[src/rtl/gf163_pkg.sv]
// Purpose : shared constants, FSM state type and overflow fold for the GF(2^163) multiplier.
// Latency : n/a (package, combinational helper only).
// Backpr. : n/a.
// Field polynomial f(x) = x^163 + x^7 + x^6 + x^3 + 1.
package gf163_pkg;

    localparam int M    = 163;
    // Widest digit supported; the fold below is sized for it.
    localparam int DMAX = 16;

    // Low-order terms of f(x): x^163 == x^7 + x^6 + x^3 + 1 (mod f).
    localparam logic [M-1:0] F_TAIL = 163'hC9;

    typedef enum logic [1:0] {
        IDLE = 2'd0,
        RUN  = 2'd1,
        DONE = 2'd2
    } state_t;

    // Reduce a polynomial of degree < M+DMAX. The overflow h above bit 162
    // is multiplied by the tail. The result has degree <= DMAX-1+7 < M, so
    // one fold is exact.
    function automatic logic [M-1:0] gf_fold(input logic [M+DMAX-1:0] v);
        logic [DMAX-1:0] h;
        logic [M-1:0]    r;
        h = v[M+DMAX-1:M];
        r = v[M-1:0];
        for (int j = 0; j < 8; j++) begin
            if (F_TAIL[j]) begin
                r = r ^ (M'(h) << j);
            end
        end
        return r;
    endfunction

endpackage

[src/rtl/gf163_mul_ctrl_if.sv]
// Purpose : operand/result handshake bundle for gf163_mul_ctrl.
// Latency : n/a (wires only).
// Backpr. : in_* by in_ready, out_* by out_ready (valid/ready on both sides).
// Ports   : in_valid/in_ready/in_a/in_b operand side, out_valid/out_ready/out_c result side.
interface gf163_mul_ctrl_if;

    logic         in_valid;
    logic         in_ready;
    logic [162:0] in_a;
    logic [162:0] in_b;
    logic         out_valid;
    logic         out_ready;
    logic [162:0] out_c;

    // Multiplier side.
    modport slave (
        input  in_valid, in_a, in_b, out_ready,
        output in_ready, out_valid, out_c
    );

    // Scheduler / register-file side.
    modport master (
        output in_valid, in_a, in_b, out_ready,
        input  in_ready, out_valid, out_c
    );

endinterface

[src/rtl/gf163_digit_step.sv]
// Purpose : one digit-serial step, acc_o = (acc_i*x^DIGIT + d_i*b_i) mod f.
// Latency : purely combinational.
// Backpr. : none.
// Ports   : acc_i reduced accumulator, b_i multiplicand, d_i multiplier digit, acc_o next accumulator.
module gf163_digit_step
    import gf163_pkg::*;
#(
    parameter int DIGIT = 8
) (
    input  logic [M-1:0]     acc_i,
    input  logic [M-1:0]     b_i,
    input  logic [DIGIT-1:0] d_i,
    output logic [M-1:0]     acc_o
);

    logic [M+DMAX-1:0] shifted;
    logic [M+DMAX-1:0] pprod;

    always_comb begin
        shifted = (M+DMAX)'(acc_i) << DIGIT;
        pprod   = '0;
        for (int i = 0; i < DIGIT; i++) begin
            if (d_i[i]) begin
                pprod = pprod ^ ((M+DMAX)'(b_i) << i);
            end
        end
        // The fold is linear, so both terms are reduced in a single pass.
        acc_o = gf_fold(shifted ^ pprod);
    end

endmodule

[src/rtl/gf163_mul_ctrl.sv]
// Purpose : digit-serial GF(2^163) multiplier with sequencer (optional abort: GF163_MUL_ABORT_EN).
// Latency : out_valid rises N = ceil(163/DIGIT) cycles after acceptance; II = N+2.
// Backpr. : accepts only in IDLE; DONE holds out_c stable until out_ready.
// Ports   : clk, rst (sync active-high), abort (macro only), bus (slave modport of gf163_mul_ctrl_if).
module gf163_mul_ctrl
    import gf163_pkg::*;
#(
    parameter int DIGIT = 8
) (
    input  logic           clk,
    input  logic           rst,
`ifdef GF163_MUL_ABORT_EN
    input  logic           abort,
`endif
    gf163_mul_ctrl_if.slave bus
);

    localparam int N  = (M + DIGIT - 1) / DIGIT;
    localparam int AW = N * DIGIT;
    localparam int CW = $clog2(N);

    state_t          state_q;
    logic [AW-1:0]   a_q;
    logic [M-1:0]    b_q;
    logic [M-1:0]    acc_q;
    logic [M-1:0]    acc_d;
    logic [CW-1:0]   cnt_q;
    logic            out_valid_q;
    logic [M-1:0]    out_c_q;
    logic [DIGIT-1:0] digit;
    logic            abort_w;

`ifdef GF163_MUL_ABORT_EN
    assign abort_w = abort;
`else
    assign abort_w = 1'b0;
`endif

    // a_q is the zero-padded multiplier, shifted left one digit per step, so
    // the top digit is always the next one to consume (MSB-first).
    assign digit = a_q[AW-1 -: DIGIT];

    gf163_digit_step #(
        .DIGIT (DIGIT)
    ) u_step (
        .acc_i (acc_q),
        .b_i   (b_q),
        .d_i   (digit),
        .acc_o (acc_d)
    );

    always_ff @(posedge clk) begin
        if (rst) begin
            state_q     <= IDLE;
            a_q         <= '0;
            b_q         <= '0;
            acc_q       <= '0;
            cnt_q       <= '0;
            out_valid_q <= 1'b0;
            out_c_q     <= '0;
        end else if (abort_w && (state_q != IDLE)) begin
            // out_c keeps its last value; only the handshake is dropped.
            state_q     <= IDLE;
            out_valid_q <= 1'b0;
        end else begin
            case (state_q)
                IDLE: begin
                    if (bus.in_valid) begin
                        a_q     <= AW'(bus.in_a);
                        b_q     <= bus.in_b;
                        acc_q   <= '0;
                        cnt_q   <= '0;
                        state_q <= RUN;
                    end
                end
                RUN: begin
                    acc_q <= acc_d;
                    a_q   <= a_q << DIGIT;
                    cnt_q <= cnt_q + 1'b1;
                    if (cnt_q == CW'(N - 1)) begin
                        out_c_q     <= acc_d;
                        out_valid_q <= 1'b1;
                        state_q     <= DONE;
                    end
                end
                DONE: begin
                    if (bus.out_ready) begin
                        out_valid_q <= 1'b0;
                        state_q     <= IDLE;
                    end
                end
                default: begin
                    state_q     <= IDLE;
                    out_valid_q <= 1'b0;
                end
            endcase
        end
    end

    // Decoded from state only; no combinational path from in_valid.
    assign bus.in_ready  = (state_q == IDLE);
    assign bus.out_valid = out_valid_q;
    assign bus.out_c     = out_c_q;

endmodule
[src/flat_wrapper.sv]
// flat-port wrapper written by rule: the top's interface ports become plain ports
module gf163_mul_ctrl_flat import gf163_pkg::*;
#(
    parameter int DIGIT = 8
)
  (clk, rst, bus_in_valid, bus_in_a, bus_in_b, bus_out_ready, bus_in_ready, bus_out_valid, bus_out_c);
  gf163_mul_ctrl_if bus_i ();
  input  logic clk;
  input  logic rst;
  input wire logic [$bits(bus_i.in_valid)-1:0] bus_in_valid;
  input wire logic [$bits(bus_i.in_a)-1:0] bus_in_a;
  input wire logic [$bits(bus_i.in_b)-1:0] bus_in_b;
  input wire logic [$bits(bus_i.out_ready)-1:0] bus_out_ready;
  output wire logic [$bits(bus_i.in_ready)-1:0] bus_in_ready;
  output wire logic [$bits(bus_i.out_valid)-1:0] bus_out_valid;
  output wire logic [$bits(bus_i.out_c)-1:0] bus_out_c;
  assign bus_i.in_valid = bus_in_valid;
  assign bus_i.in_a = bus_in_a;
  assign bus_i.in_b = bus_in_b;
  assign bus_i.out_ready = bus_out_ready;
  assign bus_in_ready = bus_i.in_ready;
  assign bus_out_valid = bus_i.out_valid;
  assign bus_out_c = bus_i.out_c;
  gf163_mul_ctrl #(.DIGIT(DIGIT)) u_core (.clk(clk), .rst(rst), .bus(bus_i));
endmodule
[config.mk]
export PLATFORM = sky130hd
export DESIGN_NAME = gf163_mul_ctrl_flat
export DESIGN_NICKNAME = d
export VERILOG_FILES = /design/src/rtl/gf163_pkg.sv /design/src/rtl/gf163_mul_ctrl_if.sv /design/src/rtl/gf163_digit_step.sv /design/src/rtl/gf163_mul_ctrl.sv /design/src/flat_wrapper.sv
export SDC_FILE = /design/constraint.sdc
export NUM_CORES = 2
export LEC_CHECK = 0
export BUFFER_PORTS_ARGS = -buffer_cell sky130_fd_sc_hd__buf_2
export CORE_MARGIN = 2
export CORE_UTILIZATION = 45
export CTS_CLUSTER_DIAMETER = 120
export DETAILED_ROUTE_END_ITERATION = 12
export GPL_TIMING_DRIVEN = 0
export HOLD_SLACK_MARGIN = 0.03
export PLACE_DENSITY = 0.74
export SYNTH_ARGS = -nofsm -noshare
export SYNTH_HDL_FRONTEND = slang
export SYNTH_SLANG_ARGS = --single-unit
[constraint.sdc]
create_clock -name clk -period 2.5 [get_ports clk]
set_clock_uncertainty 0.1 [all_clocks]
set_input_delay 0.5 -clock clk [delete_from_list [all_inputs] [get_ports clk]]
set_output_delay 0.5 -clock clk [all_outputs]
set_load 0.02 [all_outputs]
After elaboration in Yosys (flattened, before gate mapping)
Index checks and enable logic that the tools add are counted.

Bits in registers: 665. Input port bits: 330. Output and inout bits: 165. Word-level logic and storage cells: 55.

$add $sub $neg: 1. Equal/unequal tests: 6. Muxes and demuxes: 21. Bitwise logic cells: 13. Reductions and logical operators: 7.

Operators with widths (number): $mux 179 (7); $pmux 168 s2 (1); $mux 163 (2); $pmux 163 s2 (1); $xor 171x179->179 (1); $xor 179x164->179 (1); $xor 179x165->179 (1); $xor 179x166->179 (1); $xor 179x167->179 (1); $xor 179x168->179 (1); $xor 179x169->179 (1); $xor 179x170->179 (1); $mux 168 (1); $xor 163x16->163 (1); $xor 163x19->163 (1); $xor 163x22->163 (1); $xor 163x23->163 (1); $pmux 5 s2 (1); $mux 2 (3); $pmux 2 s3 (1); $reduce_and 2->1 (3); $reduce_and 3->1 (2); $add 5x1->5 const B (1); $eq 5x5->1 const B (1); 10 further kinds (12).

Depth between registers and ports, before layout
Depth after elaboration: 21. Gate-level depth with buffers: 10. Gate-level depth less buffers: 8.

Modules after synthesis
A second synthesis with hierarchy kept.

Cells, all modules: 6076. Area total of the unflattened synthesis: 44227.4 µm².

By module, submodules not included: gf163_mul_ctrl (times used 1, cells an instance 3155, area each 26392.8 µm², sequential area each 13312.8 µm²); gf163_digit_step (times used 1, cells an instance 2921, area each 17834.6 µm², sequential area each 0.0 µm²).

Least setup slack after synthesis
No wires, ideal clock.

Path type: reg-to-reg. Start point: register u_core.b_q[158]. End point: register u_core.out_c_q[8], in the netlist u_core.bus.out_c[8]. Setup time: 0.067 ns. Arrival time: 2.055 ns. Data required time: 2.333 ns. Slack: 0.277 ns. Cell stages (with the launch flop): 9. Path buffers: 1. Period minus slack after synthesis: 2.223 ns. Cell sequence: dfxtp_1 -> buf_2 -> nand2_1 -> xnor3_1 -> xor3_2 -> xnor3_1 -> xnor2_1 -> nand2_1 -> a21oi_2.

Cells in the longest elaborated chain, start to end: 6. Elaborated cells between the ends (all ways): 7. Classes of those cells: mux (2); bitwise (5).

RTL lines: start, declared (RTL line gf163_mul_ctrl.sv:24) `logic [M-1:0] b_q;`; start signal, assigned (RTL line gf163_mul_ctrl.sv:70) `b_q <= bus.in_b;`; $xor 179x169->179 (RTL line gf163_digit_step.sv:24) `pprod = pprod ^ ((M+DMAX)'(b_i) << i);`; $mux 179 (RTL line gf163_digit_step.sv:23) `if (d_i[i]) begin`; $xor 179x170->179 (RTL line gf163_digit_step.sv:24); $mux 179 (*) (RTL line gf163_digit_step.sv:23); $xor 171x179->179 (*) (RTL line gf163_digit_step.sv:28) `acc_o = gf_fold(shifted ^ pprod);`; $xor 163x23->163 (*) (RTL line gf163_pkg.sv:30) `r = r ^ (M'(h) << j);`; end signal, assigned (RTL line gf163_mul_ctrl.sv:60) `out_c_q <= '0;`; end signal, assigned (RTL line gf163_mul_ctrl.sv:81) `out_c_q <= acc_d;`; end, declared (RTL line gf163_mul_ctrl.sv:29) `logic [M-1:0] out_c_q;`.

Mark *: on every way between the ends. The rest lies on a longest branch, timed or not. A chain may end at the register's enable or synchronous reset.

Worst setup path in the final report
Start point: register u_core.a_q[161]. End point: register u_core.out_c_q[156], in the netlist u_core.bus.out_c[156].

Cells in the longest elaborated chain, start to end: 18.

RTL lines: start, declared (RTL line gf163_mul_ctrl.sv:23) `logic [AW-1:0] a_q;`; start signal, assigned (RTL line gf163_mul_ctrl.sv:69) `a_q <= AW'(bus.in_a);`; start signal, assigned (RTL line gf163_mul_ctrl.sv:78) `a_q <= a_q << DIGIT;`; $mux 179 (*) (RTL line gf163_digit_step.sv:23); $xor 179x165->179 (RTL line gf163_digit_step.sv:24); $mux 179 (*) (RTL line gf163_digit_step.sv:23); $xor 179x166->179 (RTL line gf163_digit_step.sv:24); $mux 179 (*) (RTL line gf163_digit_step.sv:23); $xor 179x167->179 (RTL line gf163_digit_step.sv:24); $mux 179 (*) (RTL line gf163_digit_step.sv:23); $xor 179x168->179 (RTL line gf163_digit_step.sv:24); (+2 left out); $mux 179 (*) (RTL line gf163_digit_step.sv:23); $xor 179x170->179 (RTL line gf163_digit_step.sv:24); $mux 179 (*) (RTL line gf163_digit_step.sv:23); $xor 171x179->179 (*) (RTL line gf163_digit_step.sv:28); $xor 163x16->163 (*) (RTL line gf163_pkg.sv:30); $xor 163x19->163 (*) (RTL line gf163_pkg.sv:30); $xor 163x22->163 (*) (RTL line gf163_pkg.sv:30); $xor 163x23->163 (*) (RTL line gf163_pkg.sv:30).

Marked as above.

==> summary.md <==
| Metric | Value |
|---|---|
| Status | finished with violations |
| Violations in the final reports | setup timing |
| Multiplexer share of the synthesized area | 0 |
| Syn nets | 6346 |
| Final slew viol count | 0 |
| Final Hold Vio Count | 0 |
| CTS Sinks | 665 |
| DRC | 0 |
| Number of nets in the layout | 7105 |
| CTS tree | done |
| Switching Share | 0.300 |
| GPL Wtd Cong | 0.940 |
| Largest area contributor in the netlist | dfxtp_1 |
| Worst slew margin | 0.157 |
| Synth Cell Area | 41600 sq um |
| CTS clock-pin slew for the worst setup and hold paths | 0.07 ns |
| Combinational power share | 0.185 |
| P_sw | 0.00854 W |
| Cell variety after synth | 31 |
| RSZ-0062 raised after global routing | true |
| FP Rows | 111 |
| PortBufs | 493 |
| Arr. time, crit path | 2.99 ns |
| Flop pwr share | 0.401 |
| Worst-Skew Late Latency | 0.66 ns |
| CORE AREA | 91700 sq um |
| Initial Utilization | 0.454 |
| Synth top area share | 0.320 |
| Clock power frac | 0.414 |
| Fin crit share | 1.00 |
| Synthesized area per cell | 6.92 sq um |
| Clock Path Buffers | 3 |
| Synth-to-layout area growth | 23.1% |
| Worst EP required | 2.99 ns |
| Final worst setup slack | -0.00000466 ns |
| Antenna-violating nets left | 0 |
| Final wirelength | 150 mm |
| Synth warn | 0 |
| # IOs | 495 |
| Post-place setup slack | -1.29 ns |
| Total CTS buffers | 73 |
| Vias per cell | 5.28 |
| CP endpoint kind | register |
| Global route overflow | 0 |
| Most frequent cells in the layout | 2123 x nand2_1, 901 x xnor2_1, 662 x dfxtp_1 |
| Total track usage | 0.302 |
| Layout cells sized above 1 | 0.130 |
| Least-Margin Pin Slew | 1.27 ns |
| Hold slack | 0.0453 ns |
| DP HPWL | 108 mm |
| CP max FO | 10 |
| Vias | 42400 |
| Synth area leaders | dfxtp_1 32%, xnor2_1 20%, nand2_1 19% |
| Synthesized instance count | 6014 |
| Largest net degree at the start of global routing | 15 |
| Max-Cap Viols | 0 |
| H-tree depth | 3 |
| Commonest non-fill, non-tap cell in the layout | nand2_1 |
| Post-synthesis simple-gate area fraction | 0.264 |
| Sequential share of the synthesized area | 0.320 |
| Internal power | 0.0199 W |
| Fmax | 400 MHz |
| Die area | 94900 sq um |
| Die X | 308 microns |
| CP Launch Type | register |
| Synth Area in Adders | 0.000602 |
| CTS root buf | clkbuf_16 |
| Initial DRT Pass Iterations | 8 |
| Largest family of logic cells by synthesized area | XOR/XNOR gates |
| HP Class | input port to register |
| Wire length per cell | 18.7 microns |
| FF+latch count, synth | 665 |
| Antenna violations before repair | 5 |
| Synth Area in XOR/XNOR | 0.282 |
| First-pass GRT wire length | 226 mm |
| Pwr Total | 0.0284 W |
| Tmin final | 2.50 ns |
| Setup CP Type | register to register |
| Leak pwr | 18.0 nW |
| Vias in the first global route | 40500 |
| Power density over cell area | 555 nW/um^2 |
| Final Setup Violations | 1 |
| Compound-Gate Fraction of Synth Area | 0.0800 |
| Vert. Die Dim | 308 microns |
| Initial DRC Count | 4186 |
| Peak supply drop | 0.507 mV |
Yosys cell counts:
master,number
xor3_1,1
a211oi_1,2
xnor2_1,970
xor3_2,1
xnor3_1,14
xnor2_2,1
and3b_1,1
o21ai_0,156
nor3_1,159
nand4_1,2
or2_2,2
nand2_2,1
clkbuf_1,429
xor2_1,327
buf_1,78
buf_2,55
a21oi_1,499
buf_6,1
dfxtp_1,665
and2_1,1
a21oi_2,2
nand2_1,2123
nor2_1,332
nand3_1,178
nand2b_1,1
ha_1,2
o21a_1,2
nor4_1,1
and3_1,4
inv_1,3
nor2b_1,1
final timing paths:
| kind | from | to | slack (ns) | cells past startpoint |
|---|---|---|---|---|
| setup / recovery | u_core.a_q[161] | u_core.bus.out_c[156] | -0.000005 | 8 |
| hold / removal | bus_in_a[117] | u_core.a_q[117] | 0.05 | 3 |
| setup reg to reg | u_core.a_q[161] | u_core.bus.out_c[156] | -0.000005 | 8 |
| hold reg to reg | u_core.bus.out_c[87] | u_core.bus.out_c[87] | 0.35 | 2 |
stage by stage:
step           cells  utilization  cell area (sq um)  setup TNS, ns
2_1_floorplan   6014            -              41600              0
3_3_place_gp    7693        0.497              45500        -417.53
3_5_place_dp    7693        0.497              45500        -419.09
4_1_cts         8019        0.551              50500        -0.0463
5_1_grt         8017        0.559              51200         -0.258
6_report        8020        0.559              51200    -0.00000466
metal layers:
metal  wire length, microns  vias to the layer above  share of wire  GRT usage
li1                       -                    20200              -          -
met1                  59100                    19700           0.39      0.372
met2                  68600                     1985           0.46      0.493
met3                  14100                      418          0.094     0.0695
met4                   7860                        6          0.052      0.154
met5                     42                        -        0.00028          0
cells by family after synthesis:
| logic type | after synthesis |
|---|---|
| AOI/OAI and AO/OA | 661 |
| DFF | 665 |
| and+or+nand+nor | 2806 |
| adders and majority gates | 2 |
| buffers and inverters | 566 |
| xor gates and xnor gates | 1314 |
registers in the layout, summed over array words and instances, names as in the netlist:
name                  cells
u_core.a_q              168
u_core.acc_q            163
u_core.b_q              163
u_core.bus.out_c        163
u_core.cnt_q              5
u_core.state_q            2
u_core.bus.out_valid      1
power by group through the flow:
stage	Sequential, W	Clock (W)	Combinational [W]
2_1_floorplan	0.0115	0	0.00312
3_3_place_gp	0.0116	0	0.00464
3_5_place_dp	0.0116	0	0.00468
4_1_cts	0.0114	0.0118	0.00503
5_1_grt	0.0114	0.0123	0.00564
6_report	0.0114	0.0118	0.00527
critical path, cell delays in order (launching register included):
cell and delay (ns):
dfxtp_1 0.36, buf_4 0.23, clkbuf_2 0.34, clkbuf_2 0.41, nand2_1 0.11, xor2_1 0.17
xnor2_1 0.37, nand2_1 0.16, a21oi_1 0.15
timing repair:
action	4_1_cts	5_1_grt
buffers inserted	3	2
hold endpoints to repair	195	0
hold buffers	195	0
resized for setup	192	246
pin swaps	5	33
setup endpoints to repair	509	396
area by class of cell:
class | count | area [sq um]
antenna | 5 | 12.5
multi-input combinational | 4783 | 26600
buffer | 554 | 2730
clock inverter | 38 | 596
clock buffer | 93 | 1980
tap | 1186 | 1480
inverter | 3 | 11.3
timing repair buffer | 693 | 4460
fill | 8570 | 40500
sequential | 665 | 13300
(Power assumes the default switching activity.)
